**src/rtl/pattern_moore_param.sv**
```systemverilog
// Parametrised Moore serial pattern detector.
// Shifts one bit in per enabled clock and flags when the newest len bits equal a
// runtime-loadable pattern. Supports overlapping and non-overlapping matching and
// keeps a saturating match counter. Outputs come straight from registers.
module pattern_moore_param #(
    parameter int                 MAX_LEN     = 8,
    parameter int                 CNT_W       = 16,
    parameter logic [MAX_LEN-1:0] DEF_PATTERN = MAX_LEN'(8'b0000_0101),
    parameter int                 DEF_LEN     = 3,
    parameter logic               DEF_OVERLAP = 1'b1
) (
    input  logic                           clk,
    input  logic                           reset,
    input  logic                           a,
    input  logic                           en,
    input  logic                           cfg_load,
    input  logic [MAX_LEN-1:0]             cfg_pattern,
    input  logic [$clog2(MAX_LEN+1)-1:0]   cfg_len,
    input  logic                           cfg_overlap,
    output logic                           y,
    output logic [CNT_W-1:0]               match_count
);

    localparam int LW = $clog2(MAX_LEN + 1);

    // Registered state
    logic [MAX_LEN-1:0] hist_q;
    logic [LW-1:0]      fill_q;
    logic [MAX_LEN-1:0] pattern_q;
    logic [LW-1:0]      len_q;
    logic               overlap_q;
    logic               y_q;
    logic [CNT_W-1:0]   count_q;

    // Next-state values
    logic [MAX_LEN-1:0] hist_d;
    logic [LW-1:0]      fill_d;
    logic [MAX_LEN-1:0] pattern_d;
    logic [LW-1:0]      len_d;
    logic               overlap_d;
    logic               y_d;
    logic [CNT_W-1:0]   count_d;

    // Helpers for the accepted-bit path
    logic [MAX_LEN-1:0] shifted;
    logic [LW-1:0]      fill_inc;
    logic [MAX_LEN-1:0] len_mask;
    logic [LW-1:0]      len_clamped;
    logic               match;

    // State register: synchronous active-low reset restores the power-on configuration.
    always_ff @(posedge clk) begin
        // NOTE: state is updated with non-blocking assignments so every register
        // samples the pre-edge values of the others.
        if (!reset) begin
            hist_q    <= '0;
            fill_q    <= '0;
            pattern_q <= DEF_PATTERN;
            len_q     <= LW'(DEF_LEN);
            overlap_q <= DEF_OVERLAP;
            y_q       <= 1'b0;
            count_q   <= '0;
        end else begin
            hist_q    <= hist_d;
            fill_q    <= fill_d;
            pattern_q <= pattern_d;
            len_q     <= len_d;
            overlap_q <= overlap_d;
            y_q       <= y_d;
            count_q   <= count_d;
        end
    end

    // Next-state logic: configuration load takes priority over an accepted bit.
    always_comb begin
        // NOTE: every signal gets a default first so no path can infer a latch.
        hist_d    = hist_q;
        fill_d    = fill_q;
        pattern_d = pattern_q;
        len_d     = len_q;
        overlap_d = overlap_q;
        y_d       = y_q;
        count_d   = count_q;

        // Length 0 is meaningless and lengths beyond the shift register cannot match.
        if (cfg_len == '0) begin
            len_clamped = LW'(1);
        end else if (cfg_len > LW'(MAX_LEN)) begin
            len_clamped = LW'(MAX_LEN);
        end else begin
            len_clamped = cfg_len;
        end

        shifted  = {hist_q[MAX_LEN-2:0], a};
        fill_inc = (fill_q == LW'(MAX_LEN)) ? fill_q : fill_q + LW'(1);

        // Only the low len bits of history and pattern take part in the compare.
        for (int i = 0; i < MAX_LEN; i++) begin
            len_mask[i] = (i < int'(len_q));
        end
        match = (fill_inc >= len_q) && (((shifted ^ pattern_q) & len_mask) == '0);

        if (cfg_load) begin
            // A bit arriving in the load cycle belongs to the old configuration and is dropped.
            pattern_d = cfg_pattern;
            len_d     = len_clamped;
            overlap_d = cfg_overlap;
            hist_d    = '0;
            fill_d    = '0;
            y_d       = 1'b0;
            count_d   = '0;
        end else if (en) begin
            hist_d = shifted;
            y_d    = match;
            // Non-overlapping mode demands len fresh bits after each match.
            fill_d = (match && !overlap_q) ? '0 : fill_inc;
            if (match && (count_q != '1)) begin
                count_d = count_q + CNT_W'(1);
            end
        end
    end

    // Output logic: Moore outputs are the registered flag and counter.
    always_comb begin
        y           = y_q;
        match_count = count_q;
    end

endmodule

```
**config.mk**
```make
export PLATFORM = sky130hd
export DESIGN_NAME = pattern_moore_param
export DESIGN_NICKNAME = d
export VERILOG_FILES = /design/src/rtl/pattern_moore_param.sv
export SDC_FILE = /design/constraint.sdc
export NUM_CORES = 1
export LEC_CHECK = 0
export ABC_AREA = 1
export CORE_MARGIN = 1
export CORE_UTILIZATION = 40
export DETAILED_ROUTE_END_ITERATION = 7
export PLACE_DENSITY = 0.68
export SKIP_LAST_GASP = 1
export SLEW_MARGIN = 30
export SYNTH_ARGS = -nofsm -noshare
export SYNTH_HDL_FRONTEND = slang
export SYNTH_SLANG_ARGS = --single-unit
```
**constraint.sdc**
```tcl
create_clock -name clk -period 1.84 [get_ports clk]
set_input_delay 0.368 -clock clk [delete_from_list [all_inputs] [get_ports clk]]
set_output_delay 0.368 -clock clk [all_outputs]
set_load 0.005 [all_outputs]
```
==> metrics, run 1 <==
Distinct cells, synth=29; Syn Area/Cell=~6.5 um^2; register area=826 um^2; Fin. Hold Viols=0; CP Data Required Time=about 2.0 ns; Fin Hold WS=0.476 ns; Area growth, synth to finish=34.8%; Least-Margin Pin Slew=0.350 ns; synth top area cells=dfxtp_1 (36%), nand2_1 (14%), nor2_1 (8.9%), inv_1 (7.4%), nand3_1 (6.4%); FILL cells=approximately 540; status=complete, but fails checks; Slew Limit Headroom=76.4%; Cell Area, Synth=2280 um^2; full die area=6010 um^2; max frequency=503 MHz; final worst slack=-0.148 ns; core area=5510 um^2; post-DP HPWL=between 3000 and 4000 um; routed length per instance=10.8 um; area occupied by multi-input gates=1350 um^2; Peak VDD IR=~0.35 mV; Critical Path AT=2.18 ns; worst-path cell chain=inv_2 > ha_4 > nand2_4 > nor2_4 > xor2_2 > ha_4 > o21bai_1 > nand3_1 > nand3_2 > nand3_2 > nor2_4 > buf_12 > nand3_1 > nand2_1 > nor2_1; Cell Rows=27; I/O Buffers=34; Max Cap Viol=0; crit path launch type=register; TritonCTS Buffers=5; leading area contributor after synthesis=dfxtp_1; CP delay by family, top=simple AND/OR/NAND/NOR gates; total track usage=18.6%; commonest non-fill, non-tap cells in the layout=nand2_1 (85), nor2_1 (53), inv_1 (43), dfxtp_1 (39), clkdlybuf4s50_1 (34); period utilisation layout=108%; clock slew seen by the registers of the worst setup and hold paths=0.07 ns; fin util=a little under three fifths; crit path capture type=register; vias per inst=4.77; Nets=about 430; Synth top area share=36.0%; Die X-Extent=77.5 um; Ant. Diodes=0; cts hold-fix bufs=0; vias=roughly 2,300; total chip power=~2.0 mW; DRC viols=0; I/O Pins=35; GPL Wtd Cong=0.860; sequential area share after synthesis=36.0%; # H-tree levels=2; Routed WL=slightly above 5000 um; crit path kind=reg -> reg; CP max stage delay=around 0.36 ns; Cell Pwr Density=approximately 650 nW/um^2; first-pass GRT wire length=9070 um; starting DRC count in detailed routing=about 110; slowest CP cell=dfxtp_4; clk_lat worst skew=0.30 ns; initial antenna violation count=0; grt total ovfl=0; drt first pass iters=4; Starting Density=roughly two fifths; CTS root buf=clkbuf_8; largest net degree at the start of global routing=23; cell count after synthesis=350; worst hold path type=reg -> reg; WP buf/inv=2; Slew Viols, Final=0; Die Y=between 70 and 80 um; TritonCTS clock tree=yes; Longest Clk Path Bufs=2; Leakage=roughly 1.3 nW; vias in the first global route=2,098; commonest non-fill, non-tap cell in the layout=nand2_1; FF+latch count, synth=approximately 40; RSZ-0062 raised after global routing=yes; Final Setup Violations=21; Final min period=between 1.5 and 2 ns; CP max FO=21; final clock skew=0.00847 ns; failing checks=negative setup slack; share of cells above drive strength 1=15.3%; Synth Warn #=0; post-route ant nets=0; CTS Sinks=41; syn_nets=around 380
what timing repair did:
item	4_1_cts	5_1_grt
gates resized for setup	12	10
pin swaps	3	4
setup endpoints to repair	21	21
setup buffers	0	2
cells in the mapped netlist:
cell type   n
ha_1        7
clkinv_1    1
nor3_1      1
nand4_2     1
o21ai_0    19
nand3_2     2
nand3_1    29
o211ai_1    1
nand3b_1    1
clkbuf_1    4
nor2_1     54
buf_4       2
nor2_2      4
a211oi_1    1
nor4_1      1
buf_6       1
nor2_4      1
inv_1      45
xor2_1      6
dfxtp_1    41
a31oi_1     1
nand2_1    86
nand4_1     4
buf_2       2
o21bai_1    1
inv_2       3
nor3_4      1
xnor2_1     3
a21oi_1    27
per-layer routing:
layer | GRT usage, % | share of wire, % | vias up
met4 | 6.04 | 1.1 | 0
li1 | - | - | 1215
met2 | 30.8 | 47 | 37
met1 | 24.0 | 49 | 1013
met5 | 0 | 0 | -
met3 | 3.88 | 3.0 | 5
path summary, 6_finish.rpt:
check | end | start | slack (ns) | cells past startpoint
worst max-delay path | match_count[14] | fill_q[0] | -0.15 | 15
worst min-delay path | y | y | 0.48 | 2
worst max register to register | match_count[14] | fill_q[0] | -0.15 | 15
worst min register to register | y | y | 0.48 | 2
area by class of cell:
class                           instances  area share [%]
Clock buffer                            7            2.81
Clock inverter                          1           0.976
Inverter                               49            5.98
Multi-Input combinational cell        251            43.7
Sequential cell                        41            26.9
Tap cell                               72            2.93
Timing Repair Buffer                   55            16.7
tightest hold or removal path: stages, from the launching register on:
cell     delay (ns)
dfxtp_1        0.32
nand2_1        0.06
a21oi_1        0.06
metrics by stage:
step	cell area [um^2]	setup WS [ns]	TNS (ns)	cells
floorplan	2320	-0.0910	-1.05	350
global placement	2850	-0.141	-2.46	466
detailed placement	2850	-0.206	-3.78	466
CTS	3010	-0.165	-2.47	474
global route	3080	-0.278	-4.93	476
finish	3080	-0.148	-2.27	476
logic make-up (layout without fill, tap and decap cells):
family,Yosys count,count (layout),share of synthesized area (%)
AND/OR/NAND/NOR,185,185,35.1
buffers and inverters,58,112,10.3
AO/OA/AOI/OAI,50,50,11.4
flip-flops,41,41,36.0
XOR/XNOR,9,9,3.46
adder cells (fa/ha/maj),7,7,3.84
registers in the layout, summed over array words and instances (netlist names):
| name | cells |
|---|---|
| fill_q | 4 |
| pattern_q | 8 |
| match_count | 16 |
| len_q | 4 |
| hist_q | 7 |
| overlap_q | 1 |
| y | 1 |
report_power, final:
part | switching [mW] | internal (mW) | leakage [nW]
sequential | 0.0241 | 0.916 | 0.336
combinational | 0.153 | 0.138 | 0.925
clock | 0.316 | 0.443 | 0.0585
Power figures use the tool's default switching activity.
==> run 2: changes to the inputs <==
HOLD_SLACK_MARGIN = 0.08   (was not set)
SLEW_MARGIN = not set   (was 30)
==> results of run 2 <==
The final DEF is identical to that of run 1; final timing and power are the same.
==> run 3: changes to the inputs <==
GPL_TIMING_DRIVEN = 0   (was not set)
==> run 3 against run 2 <==
Against the previous run: the run still ends with negative setup slack left; largest power group unchanged; sequential share of layout area rose by 0.97 points; clock skew barely moved; critical endpoint is now match_count[13]; first-iteration DRC count fell by 18%; flip-flop and latch count did not move; via count fell by 0.44%; count of clock-buffer cells in the layout fell by 1; die area did not move.
==> metrics, run 3 (synthesis gave the netlist of run 1 again) <==
Critical Path AT=roughly 2.3 ns; Nets=419; status=complete, but fails checks; Cell Rows=27; grt total ovfl=0; Slew Limit Headroom=66.8%; CP max FO=5; Setup TNS=-4.70 ns; fin util=53.8%; worst hold path type=in -> reg; Final Setup Violations=21; full die area=about 6000 um^2; dpl cells=approximately 450; final worst slack=-0.317 ns; Area growth, synth to finish=30.0%; Peak VDD IR=roughly 0.34 mV; I/O Buffers=31; Ant. Diodes=0; routed length per instance=11.5 um; Final min period=2.16 ns; RSZ-0062 raised after global routing=yes; CTS Sinks=41; crit path launch type=register; Fin. Hold Viols=0; commonest non-fill, non-tap cells in the layout=nand2_1 (84), nor2_1 (53), inv_1 (43), dfxtp_1 (38), clkdlybuf4s50_1 (31); vias in the first global route=2,012; failing checks=negative setup slack; DRC viols=0; core area=5510 um^2; Routed WL=5370 um; total track usage=19.2%; Least-Margin Pin Slew=around 0.50 ns; FILL cells=545; final clock skew=0.00889 ns; post-route ant nets=0; Fin Hold WS=0.351 ns; Cell Pwr Density=between 600 and 700 nW/um^2; largest net degree at the start of global routing=13; CTS root buf=clkbuf_8; TritonCTS clock tree=yes; DP Area=2720 um^2; Max Cap Viol=0; CP Data Required Time=2.03 ns; clk_lat worst skew=0.29 ns; Die X-Extent=77.5 um; drt first pass iters=4; # H-tree levels=2; max reg flops=16; first-pass GRT wire length=around 9100 um; starting DRC count in detailed routing=just under 90; Starting Density=41.4%; share of cells above drive strength 1=around 14%; clock slew seen by the registers of the worst setup and hold paths=0.08 ns; TritonCTS Buffers=5; Leakage=1.25 nW; vias=2,260; Post-Layout Cell Count=~470; max frequency=464 MHz; commonest non-fill, non-tap cell in the layout=nand2_1; crit path kind=reg -> reg; crit path capture type=register; vias per inst=4.84; I/O Pins=35; post-DP HPWL=3790 um; final instance area=2960 um^2; Slew Viols, Final=0; Die Y=slightly below 80 um; GPL Wtd Cong=0.847; period utilisation layout=117%; initial antenna violation count=0; Longest Clk Path Bufs=2
run 3: cell types whose count changed in the layout (fill, tap and decap cells not counted), moves of 3 or more:
cell             delta
clkbuf_1            +4
buf_4              -16
clkdlybuf4s50_1     -3
buf_6               +5
run 3: power breakdown:
group,switching [mW],internal [mW]
clock,0.317,0.263
combinational,0.155,0.123
sequential,0.0252,0.917
total,0.497,1.30
run 3: timing repair:
item	in CTS	in global routing
pin swaps	17	12
setup buffers	4	0
gates cloned	2	0
resized for setup	20	11
hold buffers	0	0
endpoints found under the setup margin	20	21
run 3: final cells by class:
class / count / area [um^2] / share of cell area, %
inverter: 49 / 184 / 6.21
buffer: 9 / 58.8 / 1.98
multi-input combinational: 251 / 1360 / 45.8
tap: 72 / 90.1 / 3.04
timing repair buffer: 37 / 367 / 12.4
sequential: 41 / 825 / 27.8
clock inverter: 2 / 10.0 / 0.338
clock buffer: 6 / 72.6 / 2.45
run 3: metrics by stage:
stage	worst slack [ns]	total power, mW
after global placement	-0.219	1.21
after CTS	-0.251	1.80
after floorplan	-0.0910	1.13
after detailed placement	-0.268	1.21
final	-0.317	1.80
after global routing	-0.462	1.89
run 3: worst max-delay path, cell delays in order, from the launching register on:
cell,delay [ns]
dfxtp_2,0.34
buf_4,0.13
nand3_1,0.10
xor2_1,0.22
inv_1,0.11
ha_4,0.29
nand4_1,0.10
nand3_2,0.13
nand3_2,0.10
nor2_4,0.21
buf_6,0.16
nand3_2,0.06
nand2_2,0.07
nor2_1,0.04
run 3: layer usage:
layer  wire (um)  track usage, %
met2        2580            32.5
met5           0               0
met4          68            4.15
met1        2550            24.6
met3         171            4.59
run 3: path summary, 6_finish.rpt:
check	start	end	slack, ns	depth (start not counted)
max reg2reg	fill_q[1]	match_count[13]	-0.32	13
max	fill_q[1]	match_count[13]	-0.32	13
min	reset	overlap_q	0.35	2
min reg2reg	pattern_q[5]	pattern_q[5]	0.48	2
